===== src/rtl/mem_port_arbiter.sv =====
// Arbitrates the single-ported unified memory between instruction fetch (IF, read-only)
// and load/store (DM, read/write) with a 3-state sequencer and round-robin tie-breaking.
module mem_port_arbiter #(
    parameter int WORD_SIZE = 16,
    parameter int ADDR_SIZE = 16
) (
    input  logic                 clk,
    input  logic                 rst,
    input  logic                 if_req,
    input  logic [ADDR_SIZE-1:0] if_addr,
    output logic                 if_ack,
    output logic [WORD_SIZE-1:0] if_rdata,
    input  logic                 dm_req,
    input  logic                 dm_we,
    input  logic [ADDR_SIZE-1:0] dm_addr,
    input  logic [WORD_SIZE-1:0] dm_wdata,
    output logic                 dm_ack,
    output logic [WORD_SIZE-1:0] dm_rdata,
    output logic [ADDR_SIZE-1:0] mem_address,
    output logic [WORD_SIZE-1:0] mem_data_in,
    output logic                 mem_write,
    input  logic [WORD_SIZE-1:0] mem_data_out,
    output logic                 busy
);

    typedef enum logic [1:0] {
        IDLE   = 2'd0,
        ACCESS = 2'd1,
        DONE   = 2'd2
    } state_t;

    // Port select encoding: 0 = IF, 1 = DM.
    localparam logic SEL_IF = 1'b0;
    localparam logic SEL_DM = 1'b1;

    state_t               state_q, state_d;
    logic                 last_grant_q, last_grant_d;
    logic                 sel_q, sel_d;
    logic                 we_q, we_d;
    logic [ADDR_SIZE-1:0] addr_q, addr_d;
    logic [WORD_SIZE-1:0] wdata_q, wdata_d;
    logic [WORD_SIZE-1:0] if_rdata_q, if_rdata_d;
    logic [WORD_SIZE-1:0] dm_rdata_q, dm_rdata_d;
    logic                 grant_dm;

    // On a tie the port that did not win last time is served.
    assign grant_dm = dm_req && (!if_req || (last_grant_q == SEL_IF));

    always_comb begin
        state_d      = state_q;
        last_grant_d = last_grant_q;
        sel_d        = sel_q;
        we_d         = we_q;
        addr_d       = addr_q;
        wdata_d      = wdata_q;
        if_rdata_d   = if_rdata_q;
        dm_rdata_d   = dm_rdata_q;
        case (state_q)
            IDLE: begin
                if (if_req || dm_req) begin
                    sel_d   = grant_dm ? SEL_DM : SEL_IF;
                    addr_d  = grant_dm ? dm_addr : if_addr;
                    we_d    = grant_dm ? dm_we : 1'b0;
                    wdata_d = grant_dm ? dm_wdata : '0;
                    state_d = ACCESS;
                end
            end
            ACCESS: begin
                if (!we_q) begin
                    if (sel_q == SEL_DM) dm_rdata_d = mem_data_out;
                    else                 if_rdata_d = mem_data_out;
                end
                state_d = DONE;
            end
            DONE: begin
                last_grant_d = sel_q;
                state_d      = IDLE;
            end
            default: state_d = IDLE;
        endcase
    end

    always_ff @(posedge clk or posedge rst) begin
        if (rst) begin
            state_q      <= IDLE;
            last_grant_q <= SEL_DM;
            sel_q        <= SEL_IF;
            we_q         <= 1'b0;
            addr_q       <= '0;
            wdata_q      <= '0;
            if_rdata_q   <= '0;
            dm_rdata_q   <= '0;
        end else begin
            state_q      <= state_d;
            last_grant_q <= last_grant_d;
            sel_q        <= sel_d;
            we_q         <= we_d;
            addr_q       <= addr_d;
            wdata_q      <= wdata_d;
            if_rdata_q   <= if_rdata_d;
            dm_rdata_q   <= dm_rdata_d;
        end
    end

    // Strobes decode straight from state so an async reset removes them at once.
    assign mem_address = addr_q;
    assign mem_data_in = wdata_q;
    assign mem_write   = (state_q == ACCESS) && we_q && (sel_q == SEL_DM);
    assign busy        = (state_q != IDLE);
    assign if_ack      = (state_q == DONE) && (sel_q == SEL_IF);
    assign dm_ack      = (state_q == DONE) && (sel_q == SEL_DM);
    assign if_rdata    = if_rdata_q;
    assign dm_rdata    = dm_rdata_q;

endmodule


===== config.mk =====
export PLATFORM = sky130hd
export DESIGN_NAME = mem_port_arbiter
export DESIGN_NICKNAME = d
export VERILOG_FILES = /design/src/rtl/mem_port_arbiter.sv
export SDC_FILE = /design/constraint.sdc
export NUM_CORES = 1
export LEC_CHECK = 0
export ABC_CLOCK_PERIOD_IN_PS = 6100
export CAP_MARGIN = 40
export CELL_PAD_IN_SITES_DETAIL_PLACEMENT = 1
export CELL_PAD_IN_SITES_GLOBAL_PLACEMENT = 2
export CORE_UTILIZATION = 28
export DETAILED_ROUTE_END_ITERATION = 8
export PLACE_DENSITY = 0.95
export SLEW_MARGIN = 5
export SYNTH_ARGS = -nofsm -noshare
export SYNTH_HDL_FRONTEND = slang
export SYNTH_SLANG_ARGS = --single-unit
export TNS_END_PERCENT = 5

===== constraint.sdc =====
create_clock -name clk -period 6.1 [get_ports clk]
set_input_delay 1.22 -clock clk [delete_from_list [all_inputs] [get_ports clk]]
set_output_delay 1.22 -clock clk [all_outputs]
set_load 0.005 [all_outputs]

== After elaboration in Yosys (flattened, before gate mapping) ==
Index checks and enable logic that the tools add are counted.

* Flip-flop bits (word level): 69
* Bits of input ports: 69
* Word-level logic and storage cells: 33
* Output and inout port bits: 68

* Bitwise operators: 3
* Muxes and demuxes: 6
* Reduce and logical (&&, ||, !) cells: 13
* Equal/unequal tests: 3

{| class="wikitable"
|+ Operators with widths
! operator !! number
|-
| $mux W16 || 2
|-
| $reduce_and A3 Y1 || 2
|-
| $logic_and A1 B1 Y1 || 5
|-
| $pmux W2 S2 || 1
|-
| $not A1 Y1 || 3
|-
| $eq A2 B1 Y1 const B || 1
|-
| $eq A2 B2 Y1 const B || 1
|-
| $logic_not A2 Y1 || 1
|-
| $logic_or A1 B1 Y1 || 2
|-
| $mux W1 || 2
|-
| $mux W2 || 1
|-
| $ne A2 B2 Y1 const B || 1
|-
| $reduce_and A2 Y1 || 1
|-
| $reduce_bool A2 Y1 || 1
|-
| $logic_not A1 Y1 || 1
|}

== Logic depth before layout (Yosys ltp) ==
* Word-level depth: 4
* Gate-level depth with buffers: 6

== Least setup slack after synthesis ==
No wires, ideal clock.

* Path kind: input to register
* Start: in dm_req
* End: reg addr_q[0], in the netlist mem_address[0]
* Library setup time: 125 ps
* Arrival time: 2230 ps
* Stages: 5
* Path slack: 3746 ps
* Cell sequence: a21bo_2 > buf_6 > buf_6 > mux2_1 > mux2_2

* Word-level cells in the longest chain between the ends: 2
* Elaborated cells between the ends (all ways): 4
* Those cells by class: mux (1); reduce/logical (3)

{| class="wikitable"
|+ Ends and longest elaborated chain
! element !! line !! source
|-
| start, declared || 13 || <nowiki>input logic dm_req,</nowiki>
|-
| $logic_and A1 B1 Y1 or $logic_or A1 B1 Y1 (tied branches) || 47, 60 ||
|-
| $mux W16 or $reduce_and A2 Y1 (tied branches) || - ||
|-
| end signal, assigned || 98 || <nowiki>addr_q <= addr_d;</nowiki>
|-
| end, declared || 40 || <nowiki>logic [ADDR_SIZE-1:0] addr_q, addr_d;</nowiki>
|}

Several ways; a longest one is shown, not always the timed one.
A chain may end at the register's enable or synchronous reset.

== Worst setup path after layout ==
* Start: reg state_q[0]
* End: out dm_ack

* Word-level cells in the longest chain between the ends: 2

{| class="wikitable"
|+ Ends and longest elaborated chain
! element !! line !! source
|-
| start, declared || 36 || <nowiki>state_t state_q, state_d;</nowiki>
|-
| start signal, assigned || 94 || <nowiki>state_q <= state_d;</nowiki>
|-
| $eq A2 B2 Y1 || 111 || <nowiki>assign dm_ack = (state_q == DONE) && (sel_q == SEL_DM);</nowiki>
|-
| $logic_and A1 B1 Y1 || 111 ||
|-
| end, declared || 17 || <nowiki>output logic dm_ack,</nowiki>
|}

No other way between the ends.

==> results.md <==
Routing:
- In the final routed layout, each cell accounts on average for 16.3 µm.
- Across all layers, the routed design uses between 2000 and 2500 vias.
- In the routed layout, each cell is associated on average with a via count of 4.46.
- The first routing iteration left 55 violations.
- The final routed wirelength across all metal layers is 7410 µm.
- In the routed design, unresolved DRC markers number 0.
- For this run, the detailed router's first-pass iteration total came to 3.
- The count of nets left with antenna violations once routing finished came out at 0.

STA:
- The accumulated negative setup slack is 0 ns.
- In the post-route analysis, the smallest setup slack over all paths is 3.27 ns.
- The final number of max-transition violations is 0.
- Derived from the worst setup path, the maximum achievable clock frequency is between 300 and 400 MHz.
- The minimum clock period after layout is 2.83 ns.
- Headroom to the max-slew limit came out at 0.684.
- The final worst hold slack is 0.507 ns.
- On the final layout, the worst clock skew is 0.0165 ns.
- The final worst-path cycle share is 0.463.
- The number of failing hold endpoints at the final stage is 0.
- The actual slew at the worst max-slew pin is 0.474 ns.
- Setup violations remaining at the end of the flow were counted as 0.
- Setup repair after global routing left no endpoint under its margin.

Worst setup path:
- The buffer and inverter count on the worst path is 1.
- The slowest stage of the critical path is the clkdlybuf4s50_1 cell.
- The kind of cell with the highest combined delay on the critical path is buffers and inverters.
- For the worst setup path, the data arrival time is between 1.5 and 2 ns.
- The maximum fanout along the worst path is 3.
- The worst setup path is captured at an output port.
- Traced cell by cell, the critical path runs through nand2b_1 > nor2_1 > clkdlybuf4s50_1.
- The worst stage delay on the critical path is 0.55 ns.
- The data required time at the worst endpoint is slightly below 5 ns.
- The critical path in this run is classified as register to output port.
- The worst setup path is launched from a register.

Floorplan:
- For this configuration, the core starts out at a cell density of 0.287.
- Row generation in the floorplan step produced 36 rows.
- The die area is 10400 µm².
- In this run the count of I/O pins placed on the die edge is 137.
- The die is 102 µm tall.
- The area of the core is 9730 µm².
- The chip width is a little over 100 µm.

Yosys:
- The most used flip-flop cell after synthesis is dfrtp_1.
- The number of flip-flops and latches in the synthesized netlist is 69.
- After technology mapping, the gate count stands at 174.
- The netlist uses 19 different library cells.
- Of the total synthesized cell area, the portion taken by full adders, half adders and majority gates is 0.
- Of the synthesized area, sequential elements account for 0.618.
- Ranked by total cell area, the synthesized netlist is headed by dfrtp_1, mux2_2, a22o_1.
- Averaged over all synthesized cells, the footprint is 16.1 µm².
- The cell area that synthesis handed to floorplanning was roughly 2800 µm².
- The basic-gate share of the synthesized area counting and, or, nand and nor cells is 0.0282.
- The fraction of the mapped netlist area in compound gates is 0.0663.
- Of the post-synthesis cell area, the dominant cell type holds 0.609.
- By count the netlist is led by dfrtp_1, mux2_2, a22o_1.
- The fraction of synthesized cell area in xor and xnor cells is 0.
- The library cell with the largest summed area after synthesis is dfrtp_1.
- The library cell with the highest instance count after synthesis is dfrtp_1.
- In this run, synthesis inferred 0 flip-flops with an integrated enable.
- By area, the combinational part of the netlist is dominated by multiplexers.
- After synthesis, the share of cell area in mux cells is 0.258.
- For this run, asynchronously set or reset flops after synthesis account for 1.00.
- The synthesized net count is 243.
- The Yosys step of the flow raised 0 warnings.

Power:
- Total power for the finished layout comes to 2.14 mW.
- The static leakage is 1.87 nW.
- The peak supply drop is 0.197 mV.
- Dividing total power by cell area gives a power density of 474 nW/µm².

Placement:
- The count of input and output buffers is 136.
- The worst setup timing slack at the placement stage is 3.12 ns.
- Detailed placement finished with a half-perimeter wire length of 5450 µm.
- The post-place instance area is around 4300 µm².
- The congestion estimate from routability-driven global placement came to 0.622.
- The placed instance count is 440.

GRT:
- In the global route stage, overall resource usage came out at 0.146.
- The number of antenna violations at the first check in global routing is 0.
- The first global-routing pass estimated 11400 µm of wire.
- The total congestion overflow after global routing is 0.
- The via count of the first global-routing pass is 2292.
- Entering global routing, the biggest net connects 40 pins.

Min path:
- In this run the worst hold path is classified as register to register.

CTS:
- The H-tree was split into 3 levels.
- In this run, CTS created clock tree buffers numbering 9.
- In this run, post-CTS hold repair placed 0 buffers.
- TritonCTS built the clock tree.
- No sink is reached through more buffers than the 2 on the longest clock path.
- The buffer type at the clock tree root is clkbuf_8.
- The number of clock sinks seen by CTS is 69.
- At the later pin of the worst-skew pair, clock insertion delay measures 0.35 ns.
- The post-CTS repair timing setup buffer count is 0.
- Clock-pin slew was measured on the worst setup and hold paths at 0.07 ns.
- The post-cts sizing count is 0.

Cells and area:
- The number of inserted diodes is 0.
- The synthesis-to-layout area growth is 61.2%.
- In the final layout, the share of cells above drive strength 1 is 0.285.
- After the last flow step, the layout net total stands at 387.
- Once layout is complete, the cells apart from fillers number 456.
- The post-route core utilization is 0.463.
- Once layout is done, the placed cells without fillers occupy 4500 µm².

Run:
- The max-cap check violation count is 0.

Run status:
- The run finished with clean final reports.
[cells by family after synthesis]
logic type	Yosys count
buffers and inverters	11
flip-flops	69
multiplexers	64
AO/OA/AOI/OAI	21
AND/OR/NAND/NOR	9
[sequential cells by signal, indices dropped and copies added, names as in the netlist]
| signal | flops |
|---|---|
| dm_rdata | 16 |
| if_rdata | 16 |
| sel_q | 1 |
| we_q | 1 |
| state_q | 2 |
| mem_address | 16 |
| mem_data_in | 16 |
| last_grant_q | 1 |
[cell type report]
class	instances	area, µm²
Fill cell	1017	5230
Timing Repair Buffer	141	1410
Sequential cell	69	1730
Clock inverter	5	60.1
Tap cell	133	166
Inverter	3	11.3
Multi-Input combinational cell	94	985
Clock buffer	11	141
[path summary, 6_finish.rpt]
check | from | to | slack, ns | cells after the start
max in group asynchronous | rst | last_grant_q | 4.19 | 4
hold reg to reg | mem_address[3] | mem_address[3] | 0.51 | 1
setup reg to reg | last_grant_q | mem_address[4] | 4.36 | 3
hold / removal | mem_address[3] | mem_address[3] | 0.51 | 1
setup / recovery | state_q[0] | dm_ack | 3.27 | 3
min in group asynchronous | rst | if_rdata[0] | 1.28 | 3
[report_power, final]
| part | leakage [nW] | total, mW | switching, mW | internal (mW) |
|---|---|---|---|---|
| combinational | 0.938 | 0.957 | 0.308 | 0.649 |
| clock | 0.0995 | 0.377 | 0.176 | 0.201 |
| sequential | 0.834 | 0.802 | 0.121 | 0.681 |
[cell usage in the layout, fill, tap and decap left out, types with 2 or more instances in the layout]
cell type	Yosys	final
a21o_1	2	2
a22o_1	17	17
buf_4	0	4
clkbuf_8	0	10
clkdlybuf4s50_1	0	136
clkinv_4	0	2
dfrtp_1	68	68
inv_1	3	2
mux2_2	63	63
nor2_1	2	2
nor3b_2	2	2
[layer usage]
metal  vias up  GRT usage  routed length [µm]
met4         0     0.0560                  99
met5         -          0                   0
li1        921          -                   -
met2        93      0.239                3570
met3         8     0.0581                 724
met1      1010      0.173                3020
No activity file was read; power rests on OpenSTA's default activity.
